$ cat src/rtl/stack_unit_pkg.sv
// Shared encodings for the hardware stack engine: command opcodes,
// sequencer states and small opcode classification helpers.
package stack_unit_pkg;

   // Command opcodes as presented on cmd_op by the control unit
   typedef enum logic [1:0] {
      STACK_OP_PUSH = 2'd0,
      STACK_OP_POP  = 2'd1,
      STACK_OP_CALL = 2'd2,
      STACK_OP_RET  = 2'd3
   } stack_op_e;

   // Transaction sequencer states
   typedef enum logic [1:0] {
      ST_IDLE = 2'd0,
      ST_XFER = 2'd1,
      ST_DONE = 2'd2
   } stack_state_e;

   // PUSH and CALL move data into memory and grow the stack downwards
   function automatic logic op_is_write(input stack_op_e op);
      return (op == STACK_OP_PUSH) || (op == STACK_OP_CALL);
   endfunction

   // CALL and RET move a whole return address rather than a single byte
   function automatic logic op_is_multi(input stack_op_e op);
      return (op == STACK_OP_CALL) || (op == STACK_OP_RET);
   endfunction

endpackage

$ cat src/rtl/stack_unit.sv
// Multi-byte stack engine: owns the stack pointer and sequences PUSH, POP,
// CALL and RET as byte-wide memory transactions with a wait-state handshake.
module stack_unit
   import stack_unit_pkg::*;
#(
   parameter int DATA_WIDTH = 8,
   parameter int ADDR_WIDTH = 16,
   parameter int PC_WIDTH   = 10,
   parameter int SP_WIDTH   = 16,
   parameter logic [SP_WIDTH-1:0] SP_RESET = SP_WIDTH'(16'h00BF),
   parameter logic [SP_WIDTH-1:0] SP_LIMIT = SP_WIDTH'(16'h0040)
) (
   input  logic                  clk,
   input  logic                  reset,
   input  logic                  cmd_valid,
   output logic                  cmd_ready,
   input  logic [1:0]            cmd_op,
   input  logic [DATA_WIDTH-1:0] cmd_data,
   input  logic [PC_WIDTH-1:0]   cmd_pc,
   output logic                  done,
   output logic                  err,
   output logic [DATA_WIDTH-1:0] pop_data,
   output logic [PC_WIDTH-1:0]   ret_pc,
   output logic [SP_WIDTH-1:0]   sp,
   input  logic                  sp_we,
   input  logic [((SP_WIDTH+DATA_WIDTH-1)/DATA_WIDTH)-1:0] sp_wsel,
   input  logic [DATA_WIDTH-1:0] sp_wdata,
   output logic [ADDR_WIDTH-1:0] mem_addr,
   output logic [DATA_WIDTH-1:0] mem_wdata,
   input  logic [DATA_WIDTH-1:0] mem_rdata,
   output logic                  mem_cs,
   output logic                  mem_we,
   output logic                  mem_oe,
   input  logic                  mem_ack
);

   localparam int PC_BYTES = (PC_WIDTH + DATA_WIDTH - 1) / DATA_WIDTH;
   localparam int SP_BYTES = (SP_WIDTH + DATA_WIDTH - 1) / DATA_WIDTH;
   localparam int CNT_W    = (PC_BYTES > 1) ? $clog2(PC_BYTES) : 1;
   // Wide enough that SP plus a byte count never wraps during the bounds check
   localparam int CMP_W    = SP_WIDTH + CNT_W + 2;

   stack_state_e              state_q, state_d;
   stack_op_e                 op_q, op_d;
   logic [CNT_W-1:0]          cnt_q, cnt_d;
   logic [DATA_WIDTH-1:0]     data_q, data_d;
   logic [PC_WIDTH-1:0]       pc_q, pc_d;
   logic [SP_WIDTH-1:0]       sp_q, sp_d;
   logic [DATA_WIDTH-1:0]     pop_q, pop_d;
   logic [PC_WIDTH-1:0]       ret_q, ret_d;
   logic                      err_q, err_d;

   stack_op_e                 cmd_op_e;
   logic [CMP_W-1:0]          sp_ext;
   logic [CMP_W-1:0]          n_ext;
   logic                      overflow;
   logic                      underflow;
   logic                      bound_err;
   logic                      is_write;
   logic                      last_byte;
   logic [SP_WIDTH-1:0]       xfer_sp;
   logic [PC_BYTES*DATA_WIDTH-1:0] pc_ext;
   logic [DATA_WIDTH-1:0]     wr_byte;

   // Bounds check for the command being offered, evaluated against the current SP
   always_comb begin
      cmd_op_e  = stack_op_e'(cmd_op);
      sp_ext    = CMP_W'(sp_q);
      n_ext     = op_is_multi(cmd_op_e) ? CMP_W'(PC_BYTES) : CMP_W'(1);
      overflow  = (sp_ext + CMP_W'(1)) < (CMP_W'(SP_LIMIT) + n_ext);
      underflow = (sp_ext + n_ext) > CMP_W'(SP_RESET);
      bound_err = op_is_write(cmd_op_e) ? overflow : underflow;
   end

   // Address and write byte of the transfer in progress; reads pre-increment SP
   always_comb begin
      is_write  = op_is_write(op_q);
      last_byte = !op_is_multi(op_q) || (cnt_q == CNT_W'(PC_BYTES - 1));
      xfer_sp   = is_write ? sp_q : (sp_q + SP_WIDTH'(1));
      pc_ext    = '0;
      pc_ext[PC_WIDTH-1:0] = pc_q;
      wr_byte   = data_q;
      if (op_q == STACK_OP_CALL) begin
         wr_byte = '0;
         for (int k = 0; k < PC_BYTES; k++) begin
            if (cnt_q == CNT_W'(k)) begin
               wr_byte = pc_ext[k*DATA_WIDTH +: DATA_WIDTH];
            end
         end
      end
   end

   // Sequencer next state: SP writes, command acceptance and per-byte transfers
   always_comb begin
      state_d = state_q;
      op_d    = op_q;
      cnt_d   = cnt_q;
      data_d  = data_q;
      pc_d    = pc_q;
      sp_d    = sp_q;
      pop_d   = pop_q;
      ret_d   = ret_q;
      err_d   = err_q;
      case (state_q)
         ST_IDLE: begin
            if (sp_we) begin
               for (int b = 0; b < SP_WIDTH; b++) begin
                  if (sp_wsel[b / DATA_WIDTH]) begin
                     sp_d[b] = sp_wdata[b % DATA_WIDTH];
                  end
               end
            end else if (cmd_valid) begin
               op_d    = cmd_op_e;
               data_d  = cmd_data;
               pc_d    = cmd_pc;
               cnt_d   = '0;
               err_d   = bound_err;
               state_d = bound_err ? ST_DONE : ST_XFER;
            end
         end
         ST_XFER: begin
            if (mem_ack) begin
               sp_d = xfer_sp;
               if (is_write) begin
                  sp_d = sp_q - SP_WIDTH'(1);
               end
               if (op_q == STACK_OP_POP) begin
                  pop_d = mem_rdata;
               end
               if (op_q == STACK_OP_RET) begin
                  for (int b = 0; b < PC_WIDTH; b++) begin
                     if (cnt_q == CNT_W'(PC_BYTES - 1 - b / DATA_WIDTH)) begin
                        ret_d[b] = mem_rdata[b % DATA_WIDTH];
                     end
                  end
               end
               if (last_byte) begin
                  state_d = ST_DONE;
               end else begin
                  cnt_d = cnt_q + CNT_W'(1);
               end
            end
         end
         ST_DONE: begin
            state_d = ST_IDLE;
         end
         default: begin
            state_d = ST_IDLE;
         end
      endcase
   end

   // State and datapath registers with asynchronous reset
   always_ff @(posedge clk or posedge reset) begin
      if (reset) begin
         state_q <= ST_IDLE;
         op_q    <= STACK_OP_PUSH;
         cnt_q   <= '0;
         data_q  <= '0;
         pc_q    <= '0;
         sp_q    <= SP_RESET;
         pop_q   <= '0;
         ret_q   <= '0;
         err_q   <= 1'b0;
      end else begin
         state_q <= state_d;
         op_q    <= op_d;
         cnt_q   <= cnt_d;
         data_q  <= data_d;
         pc_q    <= pc_d;
         sp_q    <= sp_d;
         pop_q   <= pop_d;
         ret_q   <= ret_d;
         err_q   <= err_d;
      end
   end

   // Outputs decoded from state so strobes drop the moment reset hits
   always_comb begin
      cmd_ready = (state_q == ST_IDLE) && !sp_we && !reset;
      done      = (state_q == ST_DONE);
      err       = (state_q == ST_DONE) && err_q;
      mem_cs    = (state_q == ST_XFER);
      mem_we    = (state_q == ST_XFER) && is_write;
      mem_oe    = (state_q == ST_XFER) && !is_write;
      mem_addr  = '0;
      mem_wdata = '0;
      if (state_q == ST_XFER) begin
         mem_addr = ADDR_WIDTH'(xfer_sp);
         if (is_write) begin
            mem_wdata = wr_byte;
         end
      end
      pop_data  = pop_q;
      ret_pc    = ret_q;
      sp        = sp_q;
   end

endmodule
$ cat config.mk
export PLATFORM = sky130hd
export DESIGN_NAME = stack_unit
export DESIGN_NICKNAME = d
export VERILOG_FILES = /design/src/rtl/stack_unit_pkg.sv /design/src/rtl/stack_unit.sv
export SDC_FILE = /design/constraint.sdc
export NUM_CORES = 1
export LEC_CHECK = 0
export BUFFER_PORTS_ARGS = -buffer_cell sky130_fd_sc_hd__buf_2
export CORE_MARGIN = 2
export CORE_UTILIZATION = 58
export DETAILED_ROUTE_END_ITERATION = 7
export PLACE_DENSITY = 0.87
export SLEW_MARGIN = 15
export SYNTH_ARGS = -nofsm -noshare
export SYNTH_HDL_FRONTEND = slang
export SYNTH_SLANG_ARGS = --single-unit
export TNS_END_PERCENT = 20
$ cat constraint.sdc
create_clock -name clk -period 7.8 [get_ports clk]
set_input_delay 0.78 -clock clk [delete_from_list [all_inputs] [get_ports clk]]
set_output_delay 0.78 -clock clk [all_outputs]
set_load 0.02 [all_outputs]
* Word level (Yosys, flattened, before mapping)
Index checks and enable logic that the tools add are counted.
** Operators by class
- Multipliers :: 0
- Bitwise operators :: 2
- Muxes and demuxes :: 39
- Add/subtract/negate cells :: 6
- Shift-type cells :: 0
- Equal/unequal tests :: 15
- Magnitude comparators :: 2
- Reduce and logical (&&, ||, !) cells :: 26
- Divide/modulo/power cells :: 0
** Operators by type and width (number)
- 2-to-1 mux 16 bit :: 5
- 2-to-1 mux 8 bit :: 4
- one-hot mux 16 bit (2 select lines) :: 1
- 2-to-1 mux 1 bit :: 21
- AND reduction 4 bit :: 5
- adder 16 x 1 -> 17 bit (second input constant) :: 1
- adder 16 x 2 -> 17 bit :: 1
- greater-than comparator 17 x 8 -> 1 bit (second input constant) :: 1
- less-than comparator 17 x 8 -> 1 bit :: 1
- adder 16 x 1 -> 16 bit (second input constant) :: 1
- subtractor 16 x 1 -> 16 bit (second input constant) :: 1
- 2-to-1 mux 2 bit :: 6
- != test 2 bit (second input constant) :: 6
- equality test 2 bit (second input constant) :: 5
- adder 7 x 2 -> 8 bit (first input constant) :: 1
- zero test 2 bit :: 3
- AND reduction 3 bit :: 2
- logical AND 1 bit :: 5
- logical OR 1 bit :: 5
- AND reduction 5 bit :: 1
- equality test 2 x 1 -> 1 bit (second input constant) :: 2
- zero test 1 bit :: 4
- != test 2 x 1 -> 1 bit (second input constant) :: 2
- one-hot mux 2 bit (2 select lines) :: 1
- other kinds (4) :: 5
** Storage, ports and cells
- Memories kept :: 0
- Flip-flop bits (word level) :: 58
- Memory bits (read-only) :: 0
- Memory bits (writable) :: 0
- Output and inout port bits :: 64
- Bits in latches :: 0
- Input port bits :: 43
- Word-level logic and storage cells :: 101

* Depth between registers and ports, before layout
Gate-level depths: netlist of run 1.
- Word-level depth :: 10
- Gate-level depth with buffers :: 10
- Mapped depth without buffers :: 10

* Worst setup path after synthesis of run 1
Ideal clock, no wire load.
- Path kind :: register -> output
- From :: register sp_q[1], in the netlist sp[1]
- To :: output mem_addr[12]
- Data required time :: 7020 ps
- Arrival :: 2105 ps
- Setup slack :: 4915 ps
- Stages on the path, launching flop included :: 7
- Path buffers :: 0
- Cell sequence :: dfstp_2 ha_1 and2_1 nand3_1 or3_1 xor2_1 nor2_1
** On the way
- Longest elaborated chain between the ends :: 3
** Ends and longest elaborated chain
- start: declaration :: line stack_unit.sv:48 : logic [SP_WIDTH-1:0] sp_q, sp_d;
- start signal: assignment :: line stack_unit.sv:171 : sp_q <= sp_d;
- adder 16 x 1 -> 16 bit :: line stack_unit.sv:79 : xfer_sp = is_write ? sp_q : (sp_q + SP_WIDTH'(1));
- 2-to-1 mux 16 bit :: line stack_unit.sv:79
- 2-to-1 mux 16 bit :: line stack_unit.sv:188 : if (state_q == ST_XFER) begin
- end: declaration :: line stack_unit.sv:28 : output logic [ADDR_WIDTH-1:0] mem_addr,
Every way passes these cells.

* Final worst setup path of run 1
- From :: register op_q[0]
- To :: output mem_addr[13]
** On the way
- Longest elaborated chain between the ends :: 4
- Elaborated cells on any way between the ends :: 5
- Those cells by class :: eq/ne (1); mux (2); reduce/logical (2)
** Ends and longest elaborated chain
- start: declaration :: line stack_unit.sv:44 : stack_op_e op_q, op_d;
- start signal: assignment :: line stack_unit.sv:167 : op_q <= op_d;
- equality test 2 bit / zero test 2 bit (equally long branches) :: line stack_unit_pkg.sv:22 : return (op == STACK_OP_PUSH) || (op == STACK_OP_CALL);
- logical OR 1 bit (*) :: line stack_unit_pkg.sv:22
- 2-to-1 mux 16 bit (*) :: line stack_unit.sv:79
- 2-to-1 mux 16 bit (*) :: line stack_unit.sv:188
Every way passes the cells marked *; elsewhere a longest branch is shown, timed or not.

==> results.sh, run 1 <==
export IMPL_outcome="complete, no violations"
export IMPL_n_antenna_cell=0
export IMPL_clock_sinks=58
export IMPL_dp_final_hpwl_um=8340
export IMPL_die_height_um=87.0
export IMPL_ys_top_cells_by_area="sky130_fd_sc_hd__dfrtp_1 32%, sky130_fd_sc_hd__mux2_2 11%, sky130_fd_sc_hd__nor2_1 4.8%, sky130_fd_sc_hd__dfstp_2 4.6%, sky130_fd_sc_hd__o21ai_0 3.5%"
export IMPL_arrival_ps=3200
export IMPL_layout_nets=599
export IMPL_report_final_setup_viol=0
export IMPL_grt_antenna_before_repair=0
export IMPL_finalCoreUtilization_pct=71.3
export IMPL_most_heavily_used_metal_layer_in_global_routing="met2"
export IMPL_ys_ff_latch=58
export IMPL_pin_count=107
export IMPL_area_growth_syn_to_layout_pct=19.9
export IMPL_yosysWarnings=0
export IMPL_post_cts_setup_buffer_count=0
export IMPL_post_detailed_route_wirelength_per_cell_um=19.2
export IMPL_groute_layer_met3_usage_pct=7.01
export IMPL_detailedRoute_firstIterationViolations=362
export IMPL_cts_buffers=9
export IMPL_netlist_area_um2=4000
export IMPL_drive_gt1_share_pct=32.9
export IMPL_p_per_cell_area_nw_per_um2=411
export IMPL_data_required_time_at_the_worst_endpoint_ps=7020
export IMPL_slew_headroom_pct=26.3
export IMPL_vias_in_the_first_global_route=3940
export IMPL_final_max_slew_viol_count=0
export IMPL_final_min_period_over_clock_period_pct=51.0
export IMPL_max_freq_ghz=0.251
export IMPL_syn_nets=509
export IMPL_clock_tree_htree_level_count=3
export IMPL_rows=30
export IMPL_use_met2_pct=54.7
export IMPL_dieArea_um2=7580
export IMPL_syn_inst=459
export IMPL_antenna_violating_nets_post_route=0
export IMPL_core_area_um2=6720
export IMPL_ys_flop_type="sky130_fd_sc_hd__dfrtp_1"
export IMPL_routed_wirelength_um=12200
export IMPL_ctsHoldBuffers=0
export IMPL_postSynth_asyncResetShare_pct=100
export IMPL_static_leakage_power_nw=2.16
export IMPL_final_min_clock_period_ps=3980
export IMPL_p_sw_share_pct=46.9
export IMPL_power_ir_vdd_worst_v=0.000269
export IMPL_clock_power_share_pct=18.0
export IMPL_min_path_type="flip-flop to flip-flop"
export IMPL_hold_slack_ps=506
export IMPL_final_hold_viol_count=0
export IMPL_synth_sequential_area_ratio_pct=36.5
export IMPL_netSwitchingPower_w=0.000926
export IMPL_cts_buffer_depth=2
export IMPL_rsz0062_at_grt="no"
export IMPL_timing_setup_critical_path_class="flip-flop to primary output"
export IMPL_initial_utilization_pct=59.5
export IMPL_worstSkewPairLatency_ps=340
export IMPL_multi_input_area_um2=2360
export IMPL_sequential_cell_area_um2=1460
export IMPL_yosys_top_cell_area_share_pct=31.9
export IMPL_gr_total_overflow=0
export IMPL_internal_power_component_w=0.00105
export IMPL_yosys_cell_types_count=62
export IMPL_post_cts_resized_instances=0
export IMPL_routed_via_density=6.38
export IMPL_grt_use_met1_pct=41.8
export IMPL_fin_tns_setup_ps=0
export IMPL_synth_avg_cell_area_um2=8.71
export IMPL_grt_start_max_net_pins=59
export IMPL_post_place_cells=618
export IMPL_synth_enable_flop_cells=0
export IMPL_worst_setup_path_start_kind="flip-flop"
export IMPL_synth_area_leader_cell="sky130_fd_sc_hd__dfrtp_1"
export IMPL_finish_cell_count_without_fillers=634
export IMPL_cp_end_kind="primary output"
export IMPL_first_pass_grt_wire_length_um=19600
export IMPL_clkTransAtPathRegs_ps=70
export IMPL_overall_via_count_from_detail_route=4044
export IMPL_worst_clock_skew_ps=11.5
export IMPL_gp_routability_congestion=0.963
export IMPL_cts_root_buffer="sky130_fd_sc_hd__clkbuf_8"
export IMPL_reg2reg_setup_slack_ps=4800
export IMPL_commonest_non_fill_non_tap_cell_in_the_layout="sky130_fd_sc_hd__buf_2"
export IMPL_comb_power_share_pct=46.0
export IMPL_maxCapViolCount=0
export IMPL_max_slew_worst_pin_slew_ps=1110
export IMPL_fin_area_um2=4790
export IMPL_sequentialPowerShare_pct=36.0
export IMPL_number_of_fill_cells_in_the_layout=537
export IMPL_buffer_ports_inserted=106
export IMPL_detail_route_first_pass_iterations=5
export IMPL_mostFrequentLayoutCells="106 x sky130_fd_sc_hd__buf_2, 51 x sky130_fd_sc_hd__nor2_1, 51 x sky130_fd_sc_hd__dfrtp_1, 39 x sky130_fd_sc_hd__mux2_2, 36 x sky130_fd_sc_hd__nand2_1"
export IMPL_crit_fanout=34
export IMPL_post_dp_cell_area_um2=4540
export IMPL_cts_tree="built"
export IMPL_globalRouteTotalUtil_pct=33.5
export IMPL_remaining_drc_errors=0
export IMPL_die_w_um=87.0
-- layout make-up --
type	count	share of cell area (%)
multi-input cells	355	49.3
flip-flops and latches	58	30.5
repair buffers	110	11.7
clock buffers	12	3.24
well taps	80	2.09
clock inverters	4	2.04
inverters	15	1.17
-- worst paths after layout --
path / to / startpoint / cells past startpoint
min reg2reg: data_q[4]$_DFFE_PP0P_ / data_q[4]$_DFFE_PP0P_ / 1
min in group asynchronous: pc_q[3]$_DFFE_PP0P_ / reset / 3
max in group asynchronous: ret_pc[4]$_DFFE_PP0P_ / reset / 3
min: data_q[4]$_DFFE_PP0P_ / data_q[4]$_DFFE_PP0P_ / 1
max reg2reg: sp[13]$_DFFE_PP0P_ / op_q[0]$_DFFE_PP0P_ / 6
max: mem_addr[13] / op_q[0]$_DFFE_PP0P_ / 6
-- state kept, by name, summed over array words and instances (netlist names) --
register,cells
state_q,2
sp,16
cnt_q,1
ret_pc,10
data_q,8
err_q,1
op_q,2
pc_q,10
pop_data,8
-- worst max-delay path, cell delays in order (launching register included) --
cell,delay [ps]
sky130_fd_sc_hd__dfrtp_1,1070
sky130_fd_sc_hd__inv_1,490
sky130_fd_sc_hd__nor4_1,690
sky130_fd_sc_hd__and2_1,260
sky130_fd_sc_hd__xnor2_1,120
sky130_fd_sc_hd__nor2_1,50
sky130_fd_sc_hd__buf_2,170
-- stage by stage --
step	power [W]	setup WS (ps)
final	0.00197	3820
after global routing	0.00209	3580
after CTS	0.00196	3840
after detailed placement	0.00159	4220
after global placement	0.00155	4270
after floorplan	0.00131	4910
-- metal layers --
layer,wire [µm],part of all wire (%),vias to the layer above
met5,0,0,-
met1,4730,39,1923
li1,-,-,1845
met2,5930,49,238
met3,1090,9.0,38
met4,438,3.6,0
-- power by group through the flow --
stage / clock network, W / registers, W / logic, W
after global routing: 0.000369 / 0.000731 / 0.000990
after CTS: 0.000357 / 0.000699 / 0.000904
after global placement: 0 / 0.000688 / 0.000867
after detailed placement: 0 / 0.000697 / 0.000890
final: 0.000355 / 0.000709 / 0.000908
after floorplan: 0 / 0.000646 / 0.000661
-- cells in the mapped netlist (3+ instances only) --
| cell type | count |
|---|---|
| sky130_fd_sc_hd__dfrtp_1 | 51 |
| sky130_fd_sc_hd__o22ai_1 | 4 |
| sky130_fd_sc_hd__mux2_2 | 39 |
| sky130_fd_sc_hd__o2bb2ai_1 | 3 |
| sky130_fd_sc_hd__o21a_1 | 3 |
| sky130_fd_sc_hd__nor2b_1 | 8 |
| sky130_fd_sc_hd__ha_1 | 6 |
| sky130_fd_sc_hd__a31oi_1 | 4 |
| sky130_fd_sc_hd__inv_1 | 14 |
| sky130_fd_sc_hd__buf_1 | 3 |
| sky130_fd_sc_hd__nor3_1 | 14 |
| sky130_fd_sc_hd__a22oi_1 | 3 |
| sky130_fd_sc_hd__clkbuf_1 | 22 |
| sky130_fd_sc_hd__nand2_1 | 36 |
| sky130_fd_sc_hd__nor2_1 | 51 |
| sky130_fd_sc_hd__nand3_1 | 16 |
| sky130_fd_sc_hd__mux2i_1 | 4 |
| sky130_fd_sc_hd__xor2_1 | 9 |
| sky130_fd_sc_hd__xnor2_1 | 13 |
| sky130_fd_sc_hd__nor4_1 | 8 |
| sky130_fd_sc_hd__and2_1 | 5 |
| sky130_fd_sc_hd__buf_2 | 6 |
| sky130_fd_sc_hd__dfstp_2 | 7 |
| sky130_fd_sc_hd__a2bb2oi_1 | 3 |
| sky130_fd_sc_hd__o21ai_0 | 28 |
| sky130_fd_sc_hd__a21o_1 | 3 |
| sky130_fd_sc_hd__nand2b_1 | 5 |
| sky130_fd_sc_hd__a21oi_1 | 25 |
| sky130_fd_sc_hd__a211oi_1 | 4 |
| sky130_fd_sc_hd__o211ai_1 | 4 |
| sky130_fd_sc_hd__nand3b_1 | 3 |
| sky130_fd_sc_hd__o31ai_1 | 7 |
| sky130_fd_sc_hd__nand4_1 | 7 |
| sky130_fd_sc_hd__or3_1 | 5 |
-- cell families after synthesis --
logic type | Yosys count | synth area share, %
mux | 43 | 12.0
xor+xnor | 22 | 4.82
buf+inv | 46 | 4.51
simple gates | 174 | 21.8
compound gates | 108 | 17.7
fa+ha+maj | 8 | 2.63
flops | 58 | 36.5
Note: power is estimated with default switching activity, not from simulation.
==> run 2, diff against run 1 <==
CORE_UTILIZATION = 48   (was 58)
PLACE_DENSITY = 0.77   (was 0.87)
clock period = 3.25 ns   (was 7.8 ns; I/O delays follow)
==> results.sh, run 2 (same netlist as run 1, synthesis figures left out) <==
export IMPL_data_required_time_at_the_worst_endpoint_ps=2920
export IMPL_cp_top_family="simple AND/OR/NAND/NOR gates"
export IMPL_max_reg_flops=16
export IMPL_clock_sinks=58
export IMPL_ctsHoldBuffers=0
export IMPL_power_ir_vdd_worst_v=0.000579
export IMPL_dieArea_um2=9080
export IMPL_rsz0062_at_grt="no"
export IMPL_globalRouteTotalUtil_pct=27.2
export IMPL_p_per_cell_area_nw_per_um2=945
export IMPL_max_freq_ghz=0.340
export IMPL_cp_end_kind="primary output"
export IMPL_grt_use_met1_pct=35.3
export IMPL_worst_clock_skew_ps=12.9
export IMPL_report_final_setup_viol=0
export IMPL_commonest_non_fill_non_tap_cell_in_the_layout="sky130_fd_sc_hd__buf_2"
export IMPL_clkTransAtPathRegs_ps=80
export IMPL_use_met2_pct=44.4
export IMPL_final_max_slew_viol_count=0
export IMPL_die_w_um=95.3
export IMPL_clock_tree_htree_level_count=3
export IMPL_n_antenna_cell=0
export IMPL_initial_utilization_pct=49.2
export IMPL_cts_buffer_depth=2
export IMPL_grt_start_max_net_pins=34
export IMPL_reg2reg_setup_slack_ps=510
export IMPL_rows=33
export IMPL_outcome="complete, no violations"
export IMPL_cts_buffers=9
export IMPL_maxCapViolCount=0
export IMPL_timing_setup_critical_path_class="flip-flop to primary output"
export IMPL_pin_count=107
export IMPL_routed_wirelength_um=11900
export IMPL_cts_tree="built"
export IMPL_core_area_um2=8130
export IMPL_post_cts_setup_buffer_count=0
export IMPL_max_slew_worst_pin_slew_ps=732
export IMPL_arrival_ps=2610
export IMPL_timing_reg2reg_worst_path_depth=9
export IMPL_mostFrequentLayoutCells="106 x sky130_fd_sc_hd__buf_2, 51 x sky130_fd_sc_hd__nor2_1, 51 x sky130_fd_sc_hd__dfrtp_1, 39 x sky130_fd_sc_hd__mux2_2, 36 x sky130_fd_sc_hd__nand2_1"
export IMPL_remaining_drc_errors=0
export IMPL_grt_antenna_before_repair=0
export IMPL_vias_in_the_first_global_route=3818
export IMPL_post_cts_resized_instances=0
export IMPL_gp_routability_congestion=0.977
export IMPL_antenna_violating_nets_post_route=0
export IMPL_crit_reg2reg_launch="sp[0]$_DFFE_PP1P_"
export IMPL_drive_gt1_share_pct=33.8
export IMPL_detailedRoute_firstIterationViolations=223
export IMPL_regToRegEndpoint="err_q$_DFFE_PP0P_"
export IMPL_first_pass_grt_wire_length_um=19000
export IMPL_worstSkewPairLatency_ps=330
export IMPL_cpMaxStageDelayCell="sky130_fd_sc_hd__dfstp_2"
export IMPL_area_growth_syn_to_layout_pct=20.6
export IMPL_static_leakage_power_nw=2.17
export IMPL_gr_total_overflow=0
export IMPL_layout_nets=608
export IMPL_routed_via_density=5.84
export IMPL_final_min_clock_period_ps=2940
export IMPL_die_height_um=95.3
export IMPL_worst_setup_path_start_kind="flip-flop"
export IMPL_final_min_period_over_clock_period_pct=90.4
export IMPL_groute_layer_met3_usage_pct=6.72
export IMPL_min_path_type="primary input to async pin"
export IMPL_fin_tns_setup_ps=0
export IMPL_overall_via_count_from_detail_route=3893
export IMPL_critical_path_cell_chain="nand4_1, nor3_1, nand2_1, or2_2, xnor2_1, nor2_1, buf_2"
export IMPL_cp_peak_stage_delay_ps=750
export IMPL_most_heavily_used_metal_layer_in_global_routing="met2"
export IMPL_post_detailed_route_wirelength_per_cell_um=17.9
export IMPL_slew_headroom_pct=51.2
export IMPL_hold_slack_ps=75.3
export IMPL_dp_final_hpwl_um=8830
export IMPL_final_hold_viol_count=0
export IMPL_buffer_ports_inserted=106
export IMPL_crit_fanout=18
export IMPL_path_buf_inv=1
export IMPL_detail_route_first_pass_iterations=4
export IMPL_cts_root_buffer="sky130_fd_sc_hd__clkbuf_8"
## run 2: through the flow
| stage | setup WS [ps] | util (%) | power (W) | cells | cell area (µm²) |
|---|---|---|---|---|---|
| 6_report | 310 | 59.3 | 0.00456 | 667 | 4820 |
| 5_1_grt | 123 | 59.3 | 0.00489 | 667 | 4820 |
| 4_1_cts | 351 | 59.3 | 0.00456 | 667 | 4820 |
| 3_5_place_dp | 530 | 57.0 | 0.00389 | 652 | 4640 |
| 3_3_place_gp | 659 | 57.0 | 0.00382 | 652 | 4640 |
| 2_1_floorplan | 699 | - | 0.00314 | 459 | 4000 |
## run 2: per-layer routing
metal	routed length, µm	vias to the layer above	share of wire, %
met4	182	0	1.5
met5	0	-	0
met3	972	12	8.2
met2	5750	160	48
met1	5000	1873	42
li1	-	1848	-
## run 2: layout make-up
cell class                 instances  area [µm²]
clock buffer                      10         128
clock inverter                     5        56.3
multi-input combinational        355        2360
fill                             762        3310
timing repair buffer             119         628
tap                              105         131
inverter                          15        56.3
sequential                        58        1460
## run 2: power breakdown
part	leakage (nW)	total, W	internal, W	switching (W)
logic	1.38	0.00235	0.000930	0.00142
registers	0.698	0.00155	0.00108	0.000475
clock network	0.0921	0.000654	0.000349	0.000305
total	2.17	0.00456	0.00236	0.00220
## run 2: worst max path at each step
stage	from	to	slack (ps)	depth (start not counted)
after floorplan	sp[0]$_DFFE_PP1P_	err_q$_DFFE_PP0P_	700	8
after global placement	sp[0]$_DFFE_PP1P_	err_q$_DFFE_PP0P_	660	9
after detailed placement	sp[0]$_DFFE_PP1P_	err_q$_DFFE_PP0P_	530	9
after CTS	sp[7]$_DFFE_PP1P_	mem_addr[15]	350	7
after global routing	sp[7]$_DFFE_PP1P_	mem_addr[15]	120	7
final	sp[7]$_DFFE_PP1P_	mem_addr[15]	310	7
==> run 3, diff against run 2 <==
CELL_PAD_IN_SITES_DETAIL_PLACEMENT = 0   (was default)
CELL_PAD_IN_SITES_GLOBAL_PLACEMENT = 2   (was default)
CORE_UTILIZATION = 28   (was 48)
PLACE_DENSITY = default   (was 0.77)
PLACE_DENSITY_LB_ADDON = 0.1   (was default)
==> results.sh, run 3 (same netlist as run 1, synthesis figures left out) <==
export IMPL_outcome="complete, no violations"
export IMPL_n_antenna_cell=0
export IMPL_vias_in_the_first_global_route=3940
export IMPL_worst_clock_skew_ps=4.26
export IMPL_cts_buffers=9
export IMPL_gp_routability_congestion=0.894
export IMPL_finalCoreUtilization_pct=36.6
export IMPL_rsz0062_at_grt="no"
export IMPL_routed_wirelength_um=14100
export IMPL_comb_power_share_pct=49.7
export IMPL_cts_root_buffer="sky130_fd_sc_hd__clkbuf_16"
export IMPL_grt_start_max_net_pins=36
export IMPL_globalRouteTotalUtil_pct=19.5
export IMPL_clock_tree_htree_level_count=3
export IMPL_ctsHoldBuffers=1
export IMPL_grt_antenna_before_repair=0
export IMPL_detail_route_first_pass_iterations=4
export IMPL_p_per_cell_area_nw_per_um2=989
export IMPL_rows=43
export IMPL_cp_peak_stage_delay_ps=740
export IMPL_crit_fanout=18
export IMPL_first_pass_grt_wire_length_um=22200
export IMPL_report_final_setup_viol=0
export IMPL_die_w_um=124
export IMPL_clock_power_share_pct=20.8
export IMPL_holdPathStages=3
export IMPL_cts_tree="built"
export IMPL_internal_power_component_w=0.00274
export IMPL_worstSkewPairLatency_ps=330
export IMPL_core_area_um2=13900
export IMPL_buffer_ports_inserted=106
export IMPL_power_ir_vdd_worst_v=0.000426
export IMPL_antenna_violating_nets_post_route=0
export IMPL_timing_reg2reg_worst_path_depth=9
export IMPL_worst_setup_path_start_kind="flip-flop"
export IMPL_dp_final_hpwl_um=10600
export IMPL_final_hold_viol_count=0
export IMPL_final_min_clock_period_ps=3050
export IMPL_initial_utilization_pct=28.7
export IMPL_area_growth_syn_to_layout_pct=27.4
export IMPL_timing_setup_critical_path_class="flip-flop to primary output"
export IMPL_min_path_type="primary input to flip-flop"
export IMPL_p_sw_share_pct=45.7
export IMPL_mostFrequentLayoutCells="106 x sky130_fd_sc_hd__buf_2, 51 x sky130_fd_sc_hd__nor2_1, 51 x sky130_fd_sc_hd__dfrtp_1, 39 x sky130_fd_sc_hd__mux2_2, 36 x sky130_fd_sc_hd__nand2_1"
export IMPL_number_of_fill_cells_in_the_layout=1491
export IMPL_clkTransAtPathRegs_ps=50
export IMPL_cts_buffer_depth=2
export IMPL_final_max_slew_viol_count=0
export IMPL_routed_via_density=5.22
export IMPL_clock_sinks=58
export IMPL_post_cts_resized_instances=0
export IMPL_overall_via_count_from_detail_route=3895
export IMPL_commonest_non_fill_non_tap_cell_in_the_layout="sky130_fd_sc_hd__buf_2"
export IMPL_static_leakage_power_nw=2.26
export IMPL_critical_path_cell_chain="nand4_1, nor3_1, nand2_1, or2_2, xnor2_1, nor2_1, buf_2"
export IMPL_max_freq_ghz=0.328
export IMPL_layout_nets=612
export IMPL_netSwitchingPower_w=0.00230
export IMPL_remaining_drc_errors=0
export IMPL_gr_total_overflow=0
export IMPL_fin_tns_setup_ps=0
export IMPL_cpMaxStageDelayCell="sky130_fd_sc_hd__dfstp_2"
export IMPL_sequentialPowerShare_pct=29.4
export IMPL_slew_headroom_pct=41.0
export IMPL_data_required_time_at_the_worst_endpoint_ps=2920
export IMPL_max_reg_flops=16
export IMPL_die_height_um=124
export IMPL_post_detailed_route_wirelength_per_cell_um=19.0
export IMPL_cp_end_kind="primary output"
export IMPL_pin_count=107
export IMPL_arrival_ps=2720
export IMPL_max_slew_worst_pin_slew_ps=885
export IMPL_post_cts_setup_buffer_count=0
export IMPL_maxCapViolCount=0
export IMPL_drive_gt1_share_pct=34.3
export IMPL_final_min_period_over_clock_period_pct=93.8
export IMPL_dieArea_um2=15300
export IMPL_detailedRoute_firstIterationViolations=239
run 3: stage by stage:
step	total power [W]	cell area [µm²]	hold slack (ps)	setup WS, ps	std cells
detailed placement	0.00401	4760	322	566	730
global placement	0.00401	4760	318	627	730
global route	0.00543	5090	215	20.6	746
CTS	0.00509	5090	193	216	746
floorplan	0.00314	4000	420	699	459
finish	0.00504	5090	202	202	746
run 3: power by group through the flow:
stage / clock, W / sequential, W / combinational, W
2_1_floorplan: 0 / 0.00155 / 0.00159
3_3_place_gp: 0 / 0.00147 / 0.00254
3_5_place_dp: 0 / 0.00148 / 0.00253
4_1_cts: 0.00107 / 0.00148 / 0.00254
5_1_grt: 0.00110 / 0.00155 / 0.00278
6_report: 0.00105 / 0.00148 / 0.00251
run 3: worst max-delay path, delay by kind of cell, from the launching register on:
family | cells | cell delay (ps)
simple gates | 5 | 1350
flops | 1 | 740
xor+xnor | 1 | 130
buf+inv | 1 | 170
run 3: worst paths after layout:
| path | slack, ps | startpoint | to |
|---|---|---|---|
| worst max-delay path | 200 | sp[7]$_DFFE_PP1P_ | mem_addr[15] |
| worst min register to register | 500 | data_q[3]$_DFFE_PP0P_ | data_q[3]$_DFFE_PP0P_ |
| worst min-delay path | 200 | sp_wdata[2] | sp[2]$_DFFE_PP1P_ |
| max in group asynchronous | 2030 | reset | pop_data[3]$_DFFE_PP0P_ |
| min in group asynchronous | 500 | reset | pc_q[3]$_DFFE_PP0P_ |
| worst max register to register | 540 | sp[0]$_DFFE_PP1P_ | state_q[1]$_DFFE_PP0P_ |
run 3: metal layers:
| metal | share of wire (%) | GRT usage [%] | up-vias |
|---|---|---|---|
| met4 | 1.2 | 5.89 | 0 |
| li1 | - | - | 1867 |
| met1 | 45 | 25.7 | 1910 |
| met2 | 48 | 31.0 | 106 |
| met5 | 0 | 0 | - |
| met3 | 5.7 | 5.30 | 12 |
run 3: final cells by class:
cell class	count	area [µm²]	share of cell area [%]
Multi-Input combinational cell	355	2360	46.4
Sequential cell	58	1460	28.7
Timing Repair Buffer	123	661	13.0
Clock buffer	11	253	4.96
Tap cell	180	225	4.42
Clock inverter	4	75.1	1.47
Inverter	15	56.3	1.11
